### src/rtl/console_pkg.sv
// Shared definitions for the console receive path: register lanes, AXI
// response codes, slave FSM states and register bit positions.
package console_pkg;

  localparam logic [1:0] REG_RXDATA  = 2'd0;
  localparam logic [1:0] REG_STATUS  = 2'd1;
  localparam logic [1:0] REG_DROPCNT = 2'd2;

  localparam logic [1:0] RESP_OKAY   = 2'b00;
  localparam logic [1:0] RESP_SLVERR = 2'b10;

  localparam int RX_VALID_BIT = 8;
  localparam int ST_OVF_BIT   = 1;

  typedef enum logic {
    IDLE,
    RESP
  } state_t;

endpackage

### src/rtl/console_rx_fifo.sv
// Synchronous byte FIFO. A push is judged against the fullness before any
// same-cycle pop, so a push into a full FIFO is refused even while popping.
module console_rx_fifo #(
  parameter int DEPTH = 16
) (
  input  logic                     clk,
  input  logic                     rst,
  input  logic                     push,
  input  logic [7:0]               push_data,
  input  logic                     pop,
  output logic [7:0]               head,
  output logic                     full,
  output logic                     empty,
  output logic [$clog2(DEPTH):0]   count
);

  localparam int AW = $clog2(DEPTH);

  logic [7:0]    mem [DEPTH];
  logic [AW-1:0] wr_ptr;
  logic [AW-1:0] rd_ptr;
  logic          do_push;
  logic          do_pop;

  assign full    = (count == (AW+1)'(DEPTH));
  assign empty   = (count == '0);
  assign do_push = push && !full;
  assign do_pop  = pop && !empty;
  assign head    = mem[rd_ptr];

  always_ff @(posedge clk) begin
    if (rst) begin
      wr_ptr <= '0;
      rd_ptr <= '0;
      count  <= '0;
    end else begin
      if (do_push) wr_ptr <= wr_ptr + 1'b1;
      if (do_pop)  rd_ptr <= rd_ptr + 1'b1;
      case ({do_push, do_pop})
        2'b10:   count <= count + 1'b1;
        2'b01:   count <= count - 1'b1;
        default: count <= count;
      endcase
    end
  end

  always_ff @(posedge clk) begin
    if (do_push) mem[wr_ptr] <= push_data;
  end

endmodule

### src/rtl/console_rx_slave.sv
// Console input device: host bytes are queued in a FIFO and read by the CPU
// through a read-only 128-bit AXI slave (RXDATA / STATUS / DROPCNT lanes).
module console_rx_slave
  import console_pkg::*;
#(
  parameter logic [39:0] BASE_ADDR  = 40'h01ff_fff0,
  parameter int          FIFO_DEPTH = 16,
  parameter int          ID_W       = 8
) (
  input  logic            clk,
  input  logic            rst,
  input  logic            host_rx_valid,
  input  logic [7:0]      host_rx_data,
  input  logic            arvalid,
  output logic            arready,
  input  logic [39:0]     araddr,
  input  logic [3:0]      arlen,
  input  logic [ID_W-1:0] arid,
  output logic            rvalid,
  input  logic            rready,
  output logic [127:0]    rdata,
  output logic [1:0]      rresp,
  output logic            rlast,
  output logic [ID_W-1:0] rid,
  output logic            rx_irq
);

  localparam int CW = $clog2(FIFO_DEPTH) + 1;

  state_t          state;
  state_t          next_state;
  logic [ID_W-1:0] id_q;
  logic [3:0]      len_q;
  logic [3:0]      beat_q;
  logic [127:0]    rdata_q;
  logic [1:0]      rresp_q;
  logic            pop_pend;
  logic            clr_pend;
  logic            ovf;
  logic [7:0]      drop_cnt;
  logic            irq_q;

  logic [7:0]      head;
  logic            full;
  logic            empty;
  logic [CW-1:0]   count;

  logic            ar_hs;
  logic            r_hs;
  logic            last_beat;
  logic            drop;
  logic            fifo_pop;
  logic [1:0]      lane;
  logic [31:0]     reg_val;
  logic [127:0]    snap;
  logic            unused_bits;

  // The upstream decoder already selects the window; only the lane bits matter.
  assign unused_bits = ^{araddr[39:4], araddr[1:0], BASE_ADDR};

  assign lane      = araddr[3:2];
  assign ar_hs     = arvalid && arready;
  assign r_hs      = rvalid && rready;
  assign last_beat = (beat_q == len_q);
  assign drop      = host_rx_valid && full;
  assign fifo_pop  = r_hs && pop_pend;

  console_rx_fifo #(.DEPTH(FIFO_DEPTH)) u_fifo (
    .clk       (clk),
    .rst       (rst),
    .push      (host_rx_valid),
    .push_data (host_rx_data),
    .pop       (fifo_pop),
    .head      (head),
    .full      (full),
    .empty     (empty),
    .count     (count)
  );

  always_comb begin
    reg_val = '0;
    case (lane)
      REG_RXDATA: begin
        if (!empty) begin
          reg_val[7:0]         = head;
          reg_val[RX_VALID_BIT] = 1'b1;
        end
      end
      REG_STATUS: begin
        reg_val[0]          = !empty;
        reg_val[ST_OVF_BIT] = ovf;
        reg_val[15:8]       = 8'(count);
      end
      REG_DROPCNT: reg_val[7:0] = drop_cnt;
      default:     reg_val = '0;
    endcase
  end

  // Bursts are unsupported: every beat carries zero data.
  assign snap = (arlen == 4'd0) ? ({96'b0, reg_val} << {lane, 5'b0}) : '0;

  always_ff @(posedge clk) begin
    if (rst) state <= IDLE;
    else     state <= next_state;
  end

  always_comb begin
    next_state = state;
    arready    = 1'b0;
    rvalid     = 1'b0;
    case (state)
      IDLE: begin
        arready = 1'b1;
        if (arvalid) next_state = RESP;
      end
      RESP: begin
        rvalid = 1'b1;
        if (rready && last_beat) next_state = IDLE;
      end
      default: next_state = IDLE;
    endcase
  end

  always_ff @(posedge clk) begin
    if (rst) begin
      id_q     <= '0;
      len_q    <= '0;
      beat_q   <= '0;
      rdata_q  <= '0;
      rresp_q  <= RESP_OKAY;
      pop_pend <= 1'b0;
      clr_pend <= 1'b0;
    end else if (ar_hs) begin
      id_q     <= arid;
      len_q    <= arlen;
      beat_q   <= '0;
      rdata_q  <= snap;
      rresp_q  <= (arlen == 4'd0) ? RESP_OKAY : RESP_SLVERR;
      pop_pend <= (arlen == 4'd0) && (lane == REG_RXDATA) && !empty;
      clr_pend <= (arlen == 4'd0) && (lane == REG_STATUS);
    end else if (r_hs && !last_beat) begin
      beat_q <= beat_q + 1'b1;
    end
  end

  // A drop in the same cycle as a STATUS read keeps the overflow flag set.
  always_ff @(posedge clk) begin
    if (rst) begin
      ovf      <= 1'b0;
      drop_cnt <= '0;
      irq_q    <= 1'b0;
    end else begin
      irq_q <= !empty;
      if (drop) begin
        ovf <= 1'b1;
        if (drop_cnt != 8'hff) drop_cnt <= drop_cnt + 1'b1;
      end else if (r_hs && clr_pend) begin
        ovf <= 1'b0;
      end
    end
  end

  assign rdata  = rdata_q;
  assign rresp  = rresp_q;
  assign rid    = id_q;
  assign rlast  = rvalid && last_beat;
  assign rx_irq = irq_q;

endmodule

### config.mk
export PLATFORM = sky130hd
export DESIGN_NAME = console_rx_slave
export DESIGN_NICKNAME = d
export VERILOG_FILES = /design/src/rtl/console_pkg.sv /design/src/rtl/console_rx_fifo.sv /design/src/rtl/console_rx_slave.sv
export SDC_FILE = /design/constraint.sdc
export NUM_CORES = 1
export LEC_CHECK = 0
export ABC_AREA = 1
export BUFFER_PORTS_ARGS = -buffer_cell sky130_fd_sc_hd__clkbuf_2
export CORE_UTILIZATION = 50
export DETAILED_ROUTE_END_ITERATION = 8
export HOLD_SLACK_MARGIN = 0.12
export PLACE_DENSITY_LB_ADDON = 0.2
export SYNTH_ARGS = -nofsm -noshare
export SYNTH_HDL_FRONTEND = slang
export SYNTH_SLANG_ARGS = --single-unit
export TNS_END_PERCENT = 10
### constraint.sdc
create_clock -name clk -period 2.35 [get_ports clk]
set_clock_uncertainty 0.2 [all_clocks]
set_input_delay 0.47 -clock clk [delete_from_list [all_inputs] [get_ports clk]]
set_output_delay 0.47 -clock clk [all_outputs]
set_load 0.01 [all_outputs]
# After elaboration in Yosys (flattened, before gate mapping)
# Memories as Yosys holds them, arrays and structs flattened. A register that Yosys moved wholly into a read port is not among the register bits.
# Index checks and enable logic that the tools add are counted.
# W data, S select, Z words.
[totals]
out_inout_bits = 142
elab_cells = 72
inputBits = 65
n_memories = 1
ff_bits = 172
mem_bits_rw = 128
[classes]
shifts = 1
addsub = 6
n_eq_ne = 7
bitwise_logic = 1
reduce_logical = 23
mux = 19
[memory_table]
columns = ["memory", "words", "word_bits", "read_ports", "rd_ports_with_merged_regs", "wr", "line", "source"]
rows = [
  ["u_fifo.mem", 16, 8, 1, 1, 1, "console_rx_fifo.sv:19", "logic [7:0] mem [DEPTH];"],
]
[op_table]
columns = ["cell", "n"]
rows = [
  ["$mux W128", 1],
  ["$shl A16 B7 Y128", 1],
  ["$logic_and A1 B1 Y1", 13],
  ["$add A4 B1 Y4 const B", 3],
  ["$mux W4", 3],
  ["$pmux W6 S2", 1],
  ["$pmux W5 S2", 1],
  ["$mux W9", 1],
  ["$add A8 B1 Y8 const B", 1],
  ["$mux W1", 8],
  ["$ne A8 B8 Y1 const B", 1],
  ["$pmux W2 S3", 1],
  ["$add A5 B1 Y5 const B", 1],
  ["$eq A5 B5 Y1 const B", 1],
  ["$logic_not A5 Y1", 1],
  ["$sub A5 B1 Y5 const B", 1],
  ["$eq A2 B1 Y1 const B", 2],
  ["$eq A2 B2 Y1 const B", 2],
  ["$eq A4 B4 Y1", 1],
  ["$logic_not A4 Y1", 1],
  ["$pmux W1 S2", 2],
  ["$reduce_bool A2 Y1", 2],
  ["$logic_not A1 Y1", 3],
  ["$logic_not A2 Y1", 1],
  ["4 further kinds", 4],
]

# Logic depth before layout (Yosys ltp)
[depth]
depth_word = 6
mapped_depth = 16
depth_no_buf = 15

# Hierarchy
# From an unflattened synthesis, not the netlist that was laid out.
[unflattened]
cells_unflattened = 950
area_unflattened_um2 = 9766.9
[by_module_without_submodules]
columns = ["mod", "area_per_inst_um2", "seq_area_each_um2", "n_inst", "cells_each"]
rows = [
  ["console_rx_fifo", 6127.1, 4184.0, 1, 478],
  ["console_rx_slave", 3639.7, 1641.6, 1, 472],
]

# Worst setup path before layout
# OpenSTA, ideal clock, no wires.
[synth_path]
path_type = "input-to-reg"
startpoint = "input rready"
endpoint = "register u_fifo.count[4]"
stages = 16
required_time_ps = 2083
n_path_buf = 1
t_arrival_ps = 1933
setup_slack_ps = 150
setup_time_ps = 67
cell_sequence = "nand2_1 -> nor2_1 -> nand2_4 -> inv_4 -> ha_1 -> clkbuf_2 -> xor2_1 -> ha_1 -> inv_1 -> nand2_2 -> nand2_2 -> nand2_1 -> nand2_1 -> nand2_1 -> nand2_1 -> a21oi_2"
[synth_via]
elab_chain_cells = 5
elab_cells_between_ends = 7
classes_between = "eq/ne: 2; mux: 1; reduce/logical: 4"
[synth_rtl]
columns = ["element", "line", "source"]
rows = [
  ["from (decl)", "console_rx_slave.sv:20", "input logic rready,"],
  ["$logic_and A1 B1 Y1 (*)", "console_rx_slave.sv:63", "assign r_hs = rvalid && rready;"],
  ["$logic_and A1 B1 Y1 (*)", "console_rx_slave.sv:66", "assign fifo_pop = r_hs && pop_pend;"],
  ["$logic_and A1 B1 Y1 (*)", "console_rx_fifo.sv:28", "assign do_pop = pop && !empty;"],
  ["via u_fifo.do_pop", "console_rx_fifo.sv:23", "logic do_pop;"],
  ["$eq A2 B1 Y1 / $eq A2 B2 Y1 (equally long branches)", "console_rx_fifo.sv:39", "case ({do_push, do_pop})"],
  ["$pmux W5 S2 / $reduce_bool A2 Y1 (equally long branches)", "--", ""],
  ["to (signal assigned)", "console_rx_fifo.sv:40", "2'b10: count <= count + 1'b1;"],
  ["to (signal assigned)", "console_rx_fifo.sv:41", "2'b01: count <= count - 1'b1;"],
  ["to (signal assigned)", "console_rx_fifo.sv:42", "default: count <= count;"],
  ["to (decl)", "console_rx_fifo.sv:14", "output logic [$clog2(DEPTH):0] count"],
]
# Mark *: on every way through the listed nets, which the timed path passes. The rest lies on a longest branch.
# A chain may end at the register's enable or synchronous reset.

# Final worst setup path
[layout_path]
startpoint = "register beat_q[2]"
endpoint = "output rlast"
[layout_via]
elab_chain_cells = 2
[layout_rtl]
columns = ["element", "line", "source"]
rows = [
  ["from (decl)", "console_rx_slave.sv:34", "logic [3:0] beat_q;"],
  ["from (signal assigned)", "console_rx_slave.sv:142", "beat_q <= beat_q + 1'b1;"],
  ["$eq A4 B4 Y1", "console_rx_slave.sv:64", "assign last_beat = (beat_q == len_q);"],
  ["$logic_and A1 B1 Y1", "console_rx_slave.sv:166", "assign rlast = rvalid && last_beat;"],
  ["to (decl)", "console_rx_slave.sv:23", "output logic rlast,"],
]
# Every way passes these cells.

==> flow_summary.ini <==
[global_routing]
grt_pass1_wl_um = 32400
antenna_found_initial = 0
grt_overflow = 0
grt_use_total_pct = 21.0
grt_max_degree = 50
first_global_vias = 6203

[worst_setup_path]
startpoint_type = flop
crit_path_cell_trace = xnor2_1, nand4_1, nor2_1, clkbuf_2
path_buf_inv = 1
cp.required_ns = 1.68
max_stage_delay_ns = 0.41
cp-end-kind = output pin
path_class = flop to output pin
r2r_setup_slack_ns = 0.20
crit_family = flip-flops
timing.rr.end = u_fifo.count[3]
slowest_stage = dfxtp_1
worstPathArrival_ns = 1.55
crit_cells = 4
cp_max_fo = 4
worstReg2RegStart = u_fifo.count[0]
crit_start = beat_q[2]
r2r_cells = 14
worstSetupEndpoint = rlast

[floorplanning]
die_h_um = 140
placementRows = 50
die_area_um2 = 19600
die-width_um = 140
core_um2 = 18600
initial_utilization_pct = 51.0
pin_count = 207

[worst_hold_path]
hp-start = rst
holdPathStages = 4
worstHoldPathType = primary input to flop

[yosys]
postSynthCellCount = 947
async_reset_ff_share_pct = 0
seq_area_frac_synth_pct = 61.3
synth_seq_cells = 227
synthFlopType = edfxtp_1
yosysWarnings = 0
syn_area_um2 = 9510
synth_edf_count = 128
synth_area_leaders = edfxtp_1 (40%), dfxtp_1 (21%), nor2_1 (6.6%)
synth_top_cell_by_area = edfxtp_1
synth_top_area_share_pct = 40.4
avgSynthCellArea_um2 = 10.0
yosysMostFrequentCell = nor2_1
yosysUniqueCellTypes = 40
ys_top_cells_by_count = nor2_1 (167), edfxtp_1 (128), nand2_1 (112)

[power]
vdd_drop_max_mv = 0.578
total_power_w = 0.00839
leakagePower_nw = 4.42
power.density_nw_per_um2 = 762

[timing]
tightestPinTransition_ns = 0.608
hold_viol = 0
min_period_over_period_pct = 94.5
fin_setup_tns_ns = 0
fin_ws_ns = 0.129
fmax_ghz = 0.450
relSlewSlack_pct = 59.4
rsz0062_at_grt = no
min_period_ns = 2.22
setup_viol = 0
drv_slew = 0

[place]
place_congestion = 0.790
io_buffers = 91
dp_slack_ns = 0.0322
hpwl_um = 13200

[status]
status = complete, no violations

[drt]
drtPass1Iterations = 7
finalWirelength_um = 20500
viasPerCell = 5.10
routedWlPerCell_um = 15.5
dr.first_iter.drc_count = 564
vias = 6745
ant_nets = 0
drc = 0

[clock_tree]
cts_made_buffers = 23
clock-sinks = 227
clk_latency_ns = 0.51
tritoncts = built
postCtsSetupRepairBufs = 0
cts_htree_levels = 1
clockBufferDepth = 3
root_buffer = clkbuf_16
clk_pin_slew_ns = 0.06

[layout]
finalCoreUtilization_pct = 59.1
area_delta_synth_final_pct = 15.8
nets = 1148
drive_above_1_share_pct = 17.5
n_antenna_cell = 0
nFillCells = 1624

[job]
cap_violations = 0
-- worst min path at each step --
stage / to / slack, ns
floorplan: pop_pend / 0.24
global placement: rdata[11] / 0.23
detailed placement: rdata[104] / 0.23
CTS: beat_q[2] / 0.15
global route: beat_q[2] / 0.19
finish: beat_q[2] / 0.17
-- layer usage --
metal	global-route usage (%)	vias up	wire (um)
met5	0	-	0
met4	6.25	0	393
met3	2.70	32	1090
met2	34.6	222	9810
met1	29.1	3177	9170
li1	-	3314	-
-- final cells by class --
| cell class | instances | area, um2 | area share [%] |
|---|---|---|---|
| tap | 234 | 293 | 2.66 |
| multi-input combinational | 622 | 2990 | 27.1 |
| clock buffer | 32 | 643 | 5.84 |
| clock inverter | 8 | 115 | 1.05 |
| timing repair buffer | 148 | 946 | 8.59 |
| sequential | 227 | 5830 | 52.9 |
| inverter | 52 | 200 | 1.82 |
-- worst min-delay path, cell delays in order --
cell and delay, ns:
clkbuf_2 0.13, nor2_2 0.11, nand2_1 0.08, a21oi_1 0.03
-- what timing repair did --
item,in CTS,in global routing
endpoints found under the hold margin,16,0
endpoints found under the setup margin,0,2
gates resized for setup,0,1
hold buffers,15,0
-- registers in the layout (all words and copies together) (netlist names), named ones only --
name and count:
drop_cnt 8, state 1, clr_pend 1, pop_pend 1
rx_irq 1, ovf 1, rdata 52, u_fifo.wr_ptr 4
u_fifo.count 5, len_q 4, rresp 1, u_fifo.rd_ptr 4
rid 8, beat_q 4, u_fifo.mem 128
-- placed cells by master (no fill, tap or decap), types with 9 or more instances in the layout --
cell,n
a21oi_1,32
buf_4,40
clkbuf_16,23
clkbuf_2,91
conb_1,77
dfxtp_1,98
dlygate4sd3_1,15
edfxtp_1,128
ha_1,9
inv_1,47
nand2_1,112
nand3_1,36
nand4_1,11
nor2_1,167
o21ai_0,108
o221ai_1,19
-- report_power, final --
group	internal (W)	switching (W)	leakage, nW
logic	0.000130	0.000305	2.09
registers	0.00425	0.0000317	1.96
clock network	0.00223	0.00144	0.371
-- per-stage QoR --
step	hold slack [ns]	instance area, um2	std cells
global route	0.190	11000	1323
floorplan	0.238	9790	1023
finish	0.166	11000	1323
global placement	0.225	10100	1268
CTS	0.154	11000	1323
detailed placement	0.228	10100	1268
-- kinds of logic (layout without fill, tap and decap cells) --
family | Yosys count | after routing | share of synthesized area [%]
simple gates | 352 | 352 | 16.0
flops | 227 | 227 | 61.3
buf+inv | 174 | 240 | 10.4
compound gates | 173 | 173 | 10.1
xor+xnor | 11 | 11 | 1.01
fa+ha+maj | 9 | 9 | 1.18
other cells | 1 | 77 | 0.0394
(Power assumes the default switching activity.)
